File: config.mk
export PLATFORM = sky130hd
export DESIGN_NAME = i2c_dynamic_seq
export DESIGN_NICKNAME = d
export VERILOG_FILES = /design/src/rtl/i2c_dyn_pkg.sv /design/src/rtl/i2c_dyn_rcnt.sv /design/src/rtl/i2c_dynamic_seq.sv
export SDC_FILE = /design/constraint.sdc
export NUM_CORES = 1
export LEC_CHECK = 0
export BUFFER_PORTS_ARGS = -buffer_cell sky130_fd_sc_hd__buf_4
export CORE_MARGIN = 4
export CORE_UTILIZATION = 50
export CTS_CLUSTER_SIZE = 28
export DETAILED_ROUTE_END_ITERATION = 8
export PLACE_DENSITY = 0.84
export SLEW_MARGIN = 25
export SYNTH_ARGS = -nofsm -noshare
export SYNTH_HDL_FRONTEND = slang
export SYNTH_SLANG_ARGS = --single-unit
File: constraint.sdc
create_clock -name clk -period 4.4 [get_ports clk]
set_clock_uncertainty 0.2 [all_clocks]
set_input_delay 0 -clock clk [delete_from_list [all_inputs] [get_ports clk]]
set_output_delay 0 -clock clk [all_outputs]
set_load 0.01 [all_outputs]
File: src/rtl/i2c_dyn_pkg.sv
`default_nettype none
// ============================================================================
// Module   : i2c_dyn_pkg
// Brief    : Shared state encoding and TX FIFO field layout for the I2C
//            dynamic-mode sequencer.
// Revision : 1.0  initial release
// ============================================================================
package i2c_dyn_pkg;

    localparam logic [2:0] c_ST_IDLE = 3'd0;
    localparam logic [2:0] c_ST_ADDR = 3'd1;
    localparam logic [2:0] c_ST_WR   = 3'd2;
    localparam logic [2:0] c_ST_CNT  = 3'd3;
    localparam logic [2:0] c_ST_RD   = 3'd4;

    localparam int c_RW_BIT = 0;

    // Flag positions depend on the payload width, which lives in the modules.
    function automatic int start_bit(input int rcnt_w);
        return rcnt_w;
    endfunction

    function automatic int stop_bit(input int rcnt_w);
        return rcnt_w + 1;
    endfunction

endpackage
`default_nettype wire

File: src/rtl/i2c_dyn_rcnt.sv
`default_nettype none
// ============================================================================
// Module   : i2c_dyn_rcnt
// Brief    : Loadable read-byte down-counter; saturates at zero, coerces a
//            zero load to one and flags the ==0/==1/==2 terminal values.
// Revision : 1.0  initial release
// ============================================================================
module i2c_dyn_rcnt #(
    parameter int RCNT_W = 8
) (
    input  logic              clk,
    input  logic              rst,
    input  logic              i_clr,
    input  logic              i_load,
    input  logic [RCNT_W-1:0] i_load_val,
    input  logic              i_dec,
    output logic [RCNT_W-1:0] o_cnt,
    output logic              o_is_zero,
    output logic              o_is_one,
    output logic              o_is_two,
    output logic              o_load_zero,
    output logic              o_load_one
);

    localparam logic [RCNT_W-1:0] c_ONE = {{(RCNT_W-1){1'b0}}, 1'b1};
    localparam logic [RCNT_W-1:0] c_TWO = c_ONE + c_ONE;

    logic [RCNT_W-1:0] r_cnt;

    assign o_load_zero = (i_load_val == '0);
    // A zero count is treated as a single-byte read, so both end up at one.
    assign o_load_one  = o_load_zero | (i_load_val == c_ONE);

    always_ff @(posedge clk or posedge rst) begin
        if (rst) begin
            r_cnt <= '0;
        end else if (i_clr) begin
            r_cnt <= '0;
        end else if (i_load) begin
            r_cnt <= o_load_zero ? c_ONE : i_load_val;
        end else if (i_dec && !o_is_zero) begin
            r_cnt <= r_cnt - c_ONE;
        end
    end

    assign o_cnt     = r_cnt;
    assign o_is_zero = (r_cnt == '0);
    assign o_is_one  = (r_cnt == c_ONE);
    assign o_is_two  = (r_cnt == c_TWO);

endmodule
`default_nettype wire

File: src/rtl/i2c_dynamic_seq.sv
`default_nettype none
// ============================================================================
// Module   : i2c_dynamic_seq
// Brief    : Dynamic-mode transaction sequencer for the I2C master: decodes
//            TX FIFO command words into control-register set/clear pulses.
// Revision : 1.0  initial release
// ============================================================================
module i2c_dynamic_seq
    import i2c_dyn_pkg::*;
#(
    parameter int RCNT_W = 8,
    parameter int FIFO_W = RCNT_W + 2
) (
    input  logic              clk,
    input  logic              rst,
    input  logic              cr_en,
    input  logic              cr_msms,
    input  logic              tx_fifo_empty,
    input  logic              tx_fifo_rd,
    input  logic [FIFO_W-1:0] tx_fifo_dout,
    input  logic              tx_fifo_wr,
    input  logic [FIFO_W-1:0] tx_fifo_din,
    input  logic              rx_fifo_wr,
    output logic              dyna_msms_set,
    output logic              dyna_msms_clr,
    output logic              dyna_txak_set,
    output logic              dyna_txak_clr,
    output logic              dyna_tx_set,
    output logic              dyna_tx_clr,
    output logic              dyna_rsta_set,
    output logic              dyna_err_cnt0,
    output logic              dyna_busy,
    output logic [RCNT_W-1:0] dyna_rcnt
);

    localparam int c_START_BIT = start_bit(RCNT_W);
    localparam int c_STOP_BIT  = stop_bit(RCNT_W);

    logic [2:0]        r_state;
    logic              r_start_hold;
    logic              r_stop_lat;
    logic              r_load1_pend;

    logic              w_en;
    logic              w_start;
    logic              w_start_set;
    logic              w_start_go;
    logic              w_pop_stop;
    logic              w_pop_rd;
    logic [RCNT_W-1:0] w_payload;
    logic              w_addr_pop;
    logic              w_wr_pop;
    logic              w_cnt_pop;
    logic              w_rx_dec;
    logic              w_rd_txak;
    logic              w_load1_fire;
    logic              w_cnt_zero;
    logic              w_cnt_one;
    logic              w_cnt_two;
    logic              w_load_zero;
    logic              w_load_one;
    logic              w_unused;

    assign w_en      = cr_en & ~rst;
    assign w_unused  = ^tx_fifo_din;

    // A start is seen either at the FIFO head or on a push straight into an
    // empty FIFO; the hold register turns it into a one-shot per head word.
    assign w_start     = (~tx_fifo_empty & tx_fifo_dout[c_START_BIT]) |
                         (tx_fifo_empty & tx_fifo_wr & tx_fifo_din[c_START_BIT]);
    assign w_start_set = w_start & ~r_start_hold;
    assign w_start_go  = w_start_set & w_en;

    assign w_pop_stop = tx_fifo_dout[c_STOP_BIT];
    assign w_pop_rd   = tx_fifo_dout[c_RW_BIT];
    assign w_payload  = tx_fifo_dout[RCNT_W-1:0];

    assign w_addr_pop = w_en & (r_state == c_ST_ADDR) & tx_fifo_rd;
    assign w_wr_pop   = w_en & (r_state == c_ST_WR) & tx_fifo_rd & ~w_start_go;
    assign w_cnt_pop  = w_en & (r_state == c_ST_CNT) & tx_fifo_rd;
    assign w_rx_dec   = w_en & (r_state == c_ST_RD) & rx_fifo_wr;

    i2c_dyn_rcnt #(
        .RCNT_W (RCNT_W)
    ) u_rcnt (
        .clk         (clk),
        .rst         (rst),
        .i_clr       (~cr_en),
        .i_load      (w_cnt_pop),
        .i_load_val  (w_payload),
        .i_dec       (w_rx_dec),
        .o_cnt       (dyna_rcnt),
        .o_is_zero   (w_cnt_zero),
        .o_is_one    (w_cnt_one),
        .o_is_two    (w_cnt_two),
        .o_load_zero (w_load_zero),
        .o_load_one  (w_load_one)
    );

    always_ff @(posedge clk or posedge rst) begin
        if (rst) begin
            r_state      <= c_ST_IDLE;
            r_start_hold <= 1'b0;
            r_stop_lat   <= 1'b0;
            r_load1_pend <= 1'b0;
        end else begin
            r_start_hold <= w_start;
            r_load1_pend <= w_cnt_pop & w_load_one;
            if (!cr_en) begin
                r_state    <= c_ST_IDLE;
                r_stop_lat <= 1'b0;
            end else begin
                case (r_state)
                    c_ST_IDLE: begin
                        if (w_start_go) r_state <= c_ST_ADDR;
                    end
                    c_ST_ADDR: begin
                        if (tx_fifo_rd) begin
                            if (w_pop_rd)        r_state <= c_ST_CNT;
                            else if (w_pop_stop) r_state <= c_ST_IDLE;
                            else                 r_state <= c_ST_WR;
                        end
                    end
                    c_ST_WR: begin
                        if (w_start_go)                    r_state <= c_ST_ADDR;
                        else if (tx_fifo_rd && w_pop_stop) r_state <= c_ST_IDLE;
                    end
                    c_ST_CNT: begin
                        if (tx_fifo_rd) begin
                            r_stop_lat <= w_pop_stop;
                            r_state    <= c_ST_RD;
                        end
                    end
                    c_ST_RD: begin
                        // Without a latched stop the bus stays owned, awaiting a repeated start.
                        if (w_start_go && w_cnt_zero)                   r_state <= c_ST_ADDR;
                        else if (w_rx_dec && w_cnt_one && r_stop_lat) r_state <= c_ST_IDLE;
                    end
                    default: r_state <= c_ST_IDLE;
                endcase
            end
        end
    end

    assign w_load1_fire = r_load1_pend & w_en;
    assign w_rd_txak    = w_rx_dec & w_cnt_two;

    assign dyna_msms_set = w_start_go & ~cr_msms;
    assign dyna_rsta_set = w_start_go & cr_msms;
    assign dyna_txak_clr = w_start_go;
    // Read address pops raise both TX pulses; the register gives set priority.
    assign dyna_tx_set   = w_addr_pop & w_pop_rd;
    assign dyna_tx_clr   = w_addr_pop;
    assign dyna_txak_set = w_rd_txak | w_load1_fire;
    assign dyna_msms_clr = (w_addr_pop & ~w_pop_rd & w_pop_stop) |
                           (w_wr_pop & w_pop_stop) |
                           (dyna_txak_set & r_stop_lat);
    assign dyna_err_cnt0 = w_cnt_pop & w_load_zero;
    assign dyna_busy     = (r_state != c_ST_IDLE);

endmodule
`default_nettype wire

==> run metrics, run 1 <==
status=finished, final reports clean; Seq. cell area=350.3 um^2; maximum clock rate=334.3 MHz; Required @ worst endpoint=roughly 4.4 ns; hold buffers post-CTS=23; core area=1942 um^2; vias in the first global route=1195; average wire per standard cell=16.81 um; synth unique cells=37; Mapped Area=1011 um^2; DRT iter0 DRCs=74; Synth Warn #=0; dpl ws=2.043 ns; P per Cell Area=207.3 nW/um^2; num ports=45; commonest cells in the netlist=dfrtp_1 (14), nand2_1 (12), nor2_1 (10); setup slack, reg-to-reg=1.41 ns; top cells by area, synth=dfrtp_1 (35%), ha_1 (5.0%), nand2_1 (4.5%), xnor2_1 (4.3%), nor2_1 (3.7%); Seq cells post-synth=14; Site Rows=16; WS Path Type=reg2reg; Worst VDD drop=0.2127 mV; Slew Limit Fails=0; largest net degree at the start of global routing=16; clk sink count=14; setup TNS=0 ns; Post CTS Setup Buffer Count=0; normalized max-slew margin=between 60% and 70%; final period utilization=67.99%; Post-synth top flop=dfrtp_1; share of layout cells above drive strength 1=approximately a quarter; Hold WC Path Type=in2out; Cell Int Power=0.2266 mW; post-synth top area share=34.65%; Initial Util=a little over half; footprint of the multi-input gates=roughly 630 um^2; Die ar.=2805 um^2; FF-to-FF Start=u_rcnt.o_cnt[2]; CP Launch Type=flop; routed via count=about 1200; DRC errors left=0; depth of the worst hold-timing path=3; combinational power share=25.9%; RSZ-0062 raised after global routing=no; ys async rst share=100.0%; total routed wirelength=approximately 3400 um; cts repair resizes=0; Final ANT Viol Nets=0; NetSw=0.09804 mW; slew of the pin with the lowest slew margin=0.5753 ns; drt first pass iters=4; switch share=a little under a third; Mean Syn Cell Area=8.568 um^2; Max clock buf depth=2; Final Hold Fails=0; routability cong.=0.9546; final setup vio count=0; fill count=126; Num CTS Buffers=3; CP Data Arrival Time=3.02 ns; r2r endpoint=u_rcnt.o_cnt[1]; first-pass GRT wire length=5609 um; chip height=around 53 um; nets=211; Setup crit end kind=flop; Clk Latency, worst-skew pair=0.29 ns; most common cell in the netlist=dfrtp_1; Max-Cap Viols=0; part of the power in the clock network=between 30 and 40%; post-synthesis to final-layout area growth=54.95%; Post-synth EDFFs=0; clock-pin slew on the worst setup and hold paths=0.10 ns; Leak=0.7545 nW; sequential share of power=a little over two fifths; Syn Inst Count=approximately 120; Util after Layout=80.67%; htree depth=1; post-layout min period=2.992 ns; Die X=52.97 um; Root Buffer=clkbuf_4; ANT cells=0; Total GRT Usage=27.19%; initial antenna violation count=0; syn nets=150; CTS tree=done; post-synthesis sequential area ratio=between 30% and 40%; area leader, netlist=dfrtp_1; remaining global-route overflow=0; Hold EP=dyna_msms_set; worst r2r path cells=6; Vias/cell=approximately 5.9; worst setup margin=1.408 ns; hold path startpoint=cr_msms; Port Buf Inserts=35; dpl hpwl=about 2100 um; CP Max Fanout=8
routing by layer:
layer	share of wire, %	global-route usage (%)
met1	40	34.79
met2	52	47.31
met3	6.0	4.789
met4	2.3	5.957
met5	0	0
cell families (layout without fill, tap and decap cells):
group | Yosys count | after routing | share of synthesized area (%)
adders and majority gates | 4 | 4 | 4.951
AOI/OAI and AO/OA | 23 | 23 | 14.60
muxes | 3 | 3 | 3.465
xor gates and xnor gates | 5 | 5 | 4.331
and+or+nand+nor | 60 | 60 | 34.65
DFF | 14 | 14 | 34.65
buffers and inverters | 9 | 69 | 3.342
placed cells by master, fill, tap and decap left out, types with 5 or more instances in the layout:
master         Yosys  layout
xnor2_1            5       5
nor4_1             5       5
o21ai_0            7       7
dfrtp_1           14      14
a21oi_1            7       7
inv_1              7       7
dlygate4sd3_1      0      23
nand2_1           12      12
buf_4              0      35
nor2_1            10      10
power groups by stage:
stage          sequential (mW)  combinational, mW  clock, mW
3_5_place_dp             0.142             0.0673          0
4_1_cts                  0.139             0.0812     0.0958
2_1_floorplan            0.140             0.0370          0
6_report                 0.140             0.0841      0.101
5_1_grt                  0.140             0.0916      0.104
3_3_place_gp             0.141             0.0655          0
worst max-delay path, cell delays in order (launching register included):
cell           delay (ns)
dfrtp_1              0.47
or4_4                0.60
nor4b_4              0.51
nor2_2               0.15
mux2_4               0.34
o21ai_2              0.10
dlygate4sd3_1        0.55
area by class of cell:
type	count	share of cell area (%)
clock buffers	4	2.316
inverters	7	1.677
multi-input cells	95	40.02
flip-flops and latches	14	22.36
well taps	27	2.157
repair buffers	58	31.47
how the worst max path moves through the flow:
stage / from / endpoint / slack (ns) / cells after the start
5_1_grt: u_rcnt.o_cnt[2] / u_rcnt.o_cnt[1] / 1.32 / 6
3_3_place_gp: u_rcnt.o_cnt[2] / r_state[1] / 2.07 / 5
6_report: u_rcnt.o_cnt[2] / u_rcnt.o_cnt[1] / 1.41 / 6
4_1_cts: u_rcnt.o_cnt[2] / u_rcnt.o_cnt[1] / 1.52 / 6
3_5_place_dp: u_rcnt.o_cnt[2] / r_state[1] / 2.04 / 5
2_1_floorplan: u_rcnt.o_cnt[2] / r_state[1] / 2.20 / 5
flip-flops by register name (all words and copies together), names as in the netlist:
name,flops
r_load1_pend,1
u_rcnt.o_cnt,8
r_start_hold,1
r_stop_lat,1
r_state,3
metrics by stage:
step	area [um^2]	power (mW)	hold slack, ns	std cells
2_1_floorplan	1011	0.1774	-0.3055	118
3_3_place_gp	1300	0.2067	-0.07971	178
3_5_place_dp	1300	0.2093	-0.07335	178
4_1_cts	1567	0.3163	0.04921	205
5_1_grt	1567	0.3361	0.06898	205
6_report	1567	0.3247	0.04873	205
Note: power is estimated with default switching activity, not from simulation.
==> run 2: changes to the inputs <==
--- a/config.mk
+++ b/config.mk
@@ -7,10 +7,10 @@
 export LEC_CHECK = 0
 export BUFFER_PORTS_ARGS = -buffer_cell sky130_fd_sc_hd__buf_4
 export CORE_MARGIN = 4
-export CORE_UTILIZATION = 50
+export CORE_UTILIZATION = 42
 export CTS_CLUSTER_SIZE = 28
 export DETAILED_ROUTE_END_ITERATION = 8
-export PLACE_DENSITY = 0.84
+export PLACE_DENSITY = 0.75
 export SLEW_MARGIN = 25
 export SYNTH_ARGS = -nofsm -noshare
 export SYNTH_HDL_FRONTEND = slang
==> constraint.sdc (replaced) <==
create_clock -name clk -period 2.55 [get_ports clk]
set_clock_uncertainty 0.2 [all_clocks]
set_input_delay 0 -clock clk [delete_from_list [all_inputs] [get_ports clk]]
set_output_delay 0 -clock clk [all_outputs]
set_load 0.01 [all_outputs]
==> run 2 against run 1 <==
Combinational power rose by 65%. Clock power rose by 28%. Largest cell class unchanged. Largest power group unchanged. Critical path depth fell by 1. Setup slack got worse by 1.2 ns. Critical path type unchanged. Wire length fell by 18%. Cell area fell by 4.0%. Highest routed layer unchanged.
==> run metrics, run 2 (synthesis results as in run 1) <==
Site Rows=17; Cell Int Power=0.3577 mW; Clk Latency, worst-skew pair=0.28 ns; initial antenna violation count=0; CP max-delay cell=or4_4; Critical Path Max Stage Delay=0.60 ns; Port Buf Inserts=35; final period utilization=92.86%; Required @ worst endpoint=2.52 ns; Seq. cell area=350.3 um^2; Max clock buf depth=2; sequential share of power=47.2%; Num CTS Buffers=3; status=finished, final reports clean; part of the power in the clock network=approximately a quarter; CTS tree=done; RSZ-0062 raised after global routing=no; DRC errors left=0; normalized max-slew margin=62.27%; maximum clock rate=about 420 MHz; fin area=1504 um^2; fin cells=200; Total GRT Usage=between 10% and 20%; Die ar.=3256 um^2; remaining global-route overflow=0; number of flip-flops in the largest register=8; cts repair resizes=0; post-synthesis to final-layout area growth=48.76%; WS Path Type=reg2reg; Hold WC Path Type=in2out; largest net degree at the start of global routing=16; post-layout min period=2.368 ns; Slew Limit Fails=0; DRT iter0 DRCs=18; clock-pin slew on the worst setup and hold paths=0.09 ns; Final Hold Fails=0; combinational power share=27.4%; core area=2255 um^2; chip height=57.06 um; htree depth=1; ANT cells=0; crit path cell chain=or4_4 > nor4b_4 > a221oi_1 > nor3_1 > o32ai_1; share of layout cells above drive strength 1=26.16%; setup TNS=0 ns; drt first pass iters=4; CP Max Fanout=8; slew of the pin with the lowest slew margin=0.5626 ns; Worst VDD drop=0.2943 mV; footprint of the multi-input gates=between 600 and 700 um^2; Setup crit end kind=flop; routability cong.=~0.84; depth of the worst hold-timing path=3; num ports=45; Die X=57.06 um; Initial Util=44.84%; Final ANT Viol Nets=0; hold slack=0.04405 ns; nets=between 200 and 250; hold buffers post-CTS=18; Vias/cell=5.410; final setup vio count=0; placed cell area=1301 um^2; Leak=around 0.71 nW; most frequent cells in the layout=buf_4 (35), dlygate4sd3_1 (18), dfrtp_1 (14); vias in the first global route=about 1100; dpl hpwl=2064 um; fill count=197; routed via count=1082; clk sink count=14; switch share=29.55%; CP Launch Type=flop; leading cell type in the layout, fill and taps excluded=buf_4; Post CTS Setup Buffer Count=0; CP Data Arrival Time=2.34 ns; Max-Cap Viols=0; Inst Count DP=roughly 180; setup slack, reg-to-reg=about 0.18 ns; NetSw=roughly 0.15 mW; P per Cell Area=337.6 nW/um^2; first-pass GRT wire length=4892 um; average wire per standard cell=approximately 14 um; total routed wirelength=2831 um; Root Buffer=clkbuf_4; worst r2r path cells=5
## run 2: critical path, delay by kind of cell, from the launching register on
family | cells | cell delay (ns)
AOI/OAI and AO/OA | 2 | 0.31
DFF | 1 | 0.45
and+or+nand+nor | 3 | 1.29
## run 2: path summary, 6_finish.rpt
check	end	startpoint
min reg2reg	u_rcnt.o_cnt[5]	u_rcnt.o_cnt[5]
max reg2reg	r_state[1]	u_rcnt.o_cnt[2]
min	dyna_msms_set	cr_msms
min in group asynchronous	r_stop_lat	rst
max	r_state[1]	u_rcnt.o_cnt[2]
max in group asynchronous	u_rcnt.o_cnt[2]	rst
## run 2: area by class of cell
cell class	count	share of cell area [%]
sequential	14	23.29
tap	28	2.329
multi-input combinational	95	41.68
inverter	7	1.747
timing repair buffer	53	29.45
clock buffer	3	1.498
## run 2: per-stage QoR
stage	worst slack [ns]	utilization, %	power, mW
3_3_place_gp	0.2425	57.71	0.3569
5_1_grt	0.04013	66.70	0.5346
4_1_cts	0.1925	66.70	0.5087
2_1_floorplan	0.3493	-	0.3062
6_report	0.1820	66.70	0.5077
3_5_place_dp	0.1935	57.71	0.3591
## run 2: metal layers
layer / up-vias / wire (um) / GRT usage [%]
li1: 536 / - / -
met1: 504 / 1188 / 22.84
met2: 37 / 1440 / 33.61
met3: 5 / 163 / 3.394
met4: 0 / 38 / 4.967
met5: - / 0 / 0
## run 2: power by group through the flow
stage                     Sequential (mW)  Clock (mW)  Combinational (mW)
after floorplan                     0.242           0              0.0639
after global placement              0.244           0               0.113
after detailed placement            0.244           0               0.115
after CTS                           0.240       0.132               0.137
after global routing                0.241       0.139               0.155
final                               0.240       0.129               0.139
==> run 3: changes to the inputs <==
--- a/config.mk
+++ b/config.mk
@@ -5,6 +5,7 @@
 export SDC_FILE = /design/constraint.sdc
 export NUM_CORES = 1
 export LEC_CHECK = 0
+export ABC_CLOCK_PERIOD_IN_PS = 1950
 export BUFFER_PORTS_ARGS = -buffer_cell sky130_fd_sc_hd__buf_4
 export CORE_MARGIN = 4
 export CORE_UTILIZATION = 42
==> constraint.sdc (replaced) <==
create_clock -name clk -period 1.95 [get_ports clk]
set_clock_uncertainty 0.2 [all_clocks]
set_input_delay 0 -clock clk [delete_from_list [all_inputs] [get_ports clk]]
set_output_delay 0 -clock clk [all_outputs]
set_load 0.01 [all_outputs]
==> run 3 against run 2 <==
The flow now finishes with violations (hold timing, setup timing). Largest power group unchanged. Worst hold slack worse by 0.31 ns. Power rose by 47%. Sequential power up 30%. First-iteration DRC count increased by 39%. Cell area up 13%. Via count increased by 9.2%. Clock power increased by 74%. Sequential share of layout area fell by 2.6 points. Clock-buffer cell count rose by 1. Global-route usage is 1.8 points higher. Register-to-register slack got worse by 0.40 ns. Critical path depth increased by 2.
==> run metrics, run 3 (synthesis results as in run 1) <==
status=complete, but fails checks; failing checks=hold timing, setup timing; largest net degree at the start of global routing=16; hold slack=-0.2692 ns; Vias/cell=5.523; Final Hold Fails=2; Final ANT Viol Nets=0; dpl hpwl=between 2000 and 2500 um; maximum clock rate=roughly 460 MHz; first-pass GRT wire length=5361 um; post-layout min period=2.180 ns; chip height=57.06 um; DRC errors left=0; num ports=45; Num CTS Buffers=3; Root Buffer=clkbuf_4; Leak=0.8079 nW; CP Max Fanout=2; nets=219; number of flip-flops in the largest register=8; Die X=57.06 um; post-synthesis to final-layout area growth=68.32%; ANT cells=0; Worst Setup EP=dyna_err_cnt0; worst setup margin=-0.2296 ns; Port Buf Inserts=35; r2r endpoint=u_rcnt.o_cnt[2]; Total GRT Usage=20.54%; share of layout cells above drive strength 1=41.40%; fin cells=214; routability cong.=~0.9; Hold WC Path Type=in2reg; Inst Count DP=195; setup slack, reg-to-reg=-0.22 ns; fin area=1702 um^2; clk sink count=14; drt first pass iters=4; Site Rows=17; htree depth=1; routed via count=between 1000 and 1500; Worst VDD drop=0.3808 mV; Clk Latency, worst-skew pair=approximately 0.29 ns; slew of the pin with the lowest slew margin=0.4418 ns; average wire per standard cell=14.83 um; leading cell type in the layout, fill and taps excluded=buf_4; CP Data Arrival Time=1.98 ns; Util after Layout=approximately 75%; total routed wirelength=3174 um; Slew Limit Fails=0; hold path startpoint=tx_fifo_dout[5]; placed cell area=roughly 1400 um^2; initial antenna violation count=0; vias in the first global route=1211; final period utilization=111.8%; CTS tree=done; remaining global-route overflow=0; DRT iter0 DRCs=25; CP Launch Type=input port; worst r2r path cells=5; most frequent cells in the layout=buf_4 (50), dlygate4sd3_1 (14), dfrtp_1 (13); core area=2255 um^2; Worst Setup SP=tx_fifo_dout[7]; normalized max-slew margin=70.55%; Max-Cap Viols=0; Required @ worst endpoint=1.75 ns; FF-to-FF Start=u_rcnt.o_cnt[2]; Max clock buf depth=2; Setup crit end kind=output pin; final setup vio count=13; P per Cell Area=437.8 nW/um^2; clock-pin slew on the worst setup and hold paths=0.10 ns; Die ar.=3256 um^2; Initial Util=44.84%; RSZ-0062 raised after global routing=yes; WS Path Type=in2out
[run 3: cell types whose count changed in the layout (fill, tap and decap cells not counted), moves of 2 or more]
cell	before	now
nor2b_4	0	2
buf_6	0	2
buf_4	35	50
o21ai_1	0	3
dlygate4sd3_1	18	14
nor2_1	10	8
nor2b_1	4	2
nor4_1	5	3
nor3_1	4	2
o21ai_0	7	4
[run 3: critical path, cell delays in order]
cell and delay, ns:
buf_4 0.10, dlygate4sd3_1 0.56, or4_4 0.57, nor4_4 0.32
and2_4 0.19, nor2b_4 0.12, buf_4 0.11
[run 3: stage by stage]
stage / power (mW) / TNS (ns) / setup slack, ns
final: 0.7449 / -2.132 / -0.2296
after global routing: 0.7894 / -3.071 / -0.3038
after CTS: 0.7202 / -2.025 / -0.2331
after detailed placement: 0.4823 / -1.124 / -0.1712
after global placement: 0.4795 / -0.8572 / -0.1297
after floorplan: 0.4005 / -1.299 / -0.2373
[run 3: worst min-delay path by stage]
stage	slack, ns	depth (start not counted)	endpoint
floorplan	-0.31	1	r_load1_pend
global route	-0.24	3	u_rcnt.o_cnt[5]
finish	-0.27	3	u_rcnt.o_cnt[5]
global placement	-0.13	3	r_stop_lat
CTS	-0.26	3	u_rcnt.o_cnt[5]
detailed placement	-0.12	3	r_stop_lat
[run 3: where the power goes]
part	switching, mW	internal (mW)
logic	0.0993	0.109
registers	0.0108	0.301
clock network	0.111	0.114
[run 3: cell type report]
class,instances,area [um^2]
repair buffers,66,538.0
multi-input cells,95,714.4
inverters,7,26.28
flip-flops and latches,14,351.6
fillers,181,553.0
clock buffers,4,36.28
well taps,28,35.03
[run 3: timing repair]
action	4_1_cts	5_1_grt
hold buffers	13	3
gates resized for setup	7	14
pin swaps	5	3
setup buffers	1	0
setup endpoints to repair	12	16
hold endpoints to repair	28	6
[run 3: layer usage]
metal / vias up / share of wire [%] / global-route usage (%)
li1: 563 / - / -
met1: 563 / 39 / 23.85
met2: 46 / 53 / 37.19
met3: 10 / 5.7 / 4.072
met4: 0 / 2.2 / 7.285
met5: - / 0 / 0
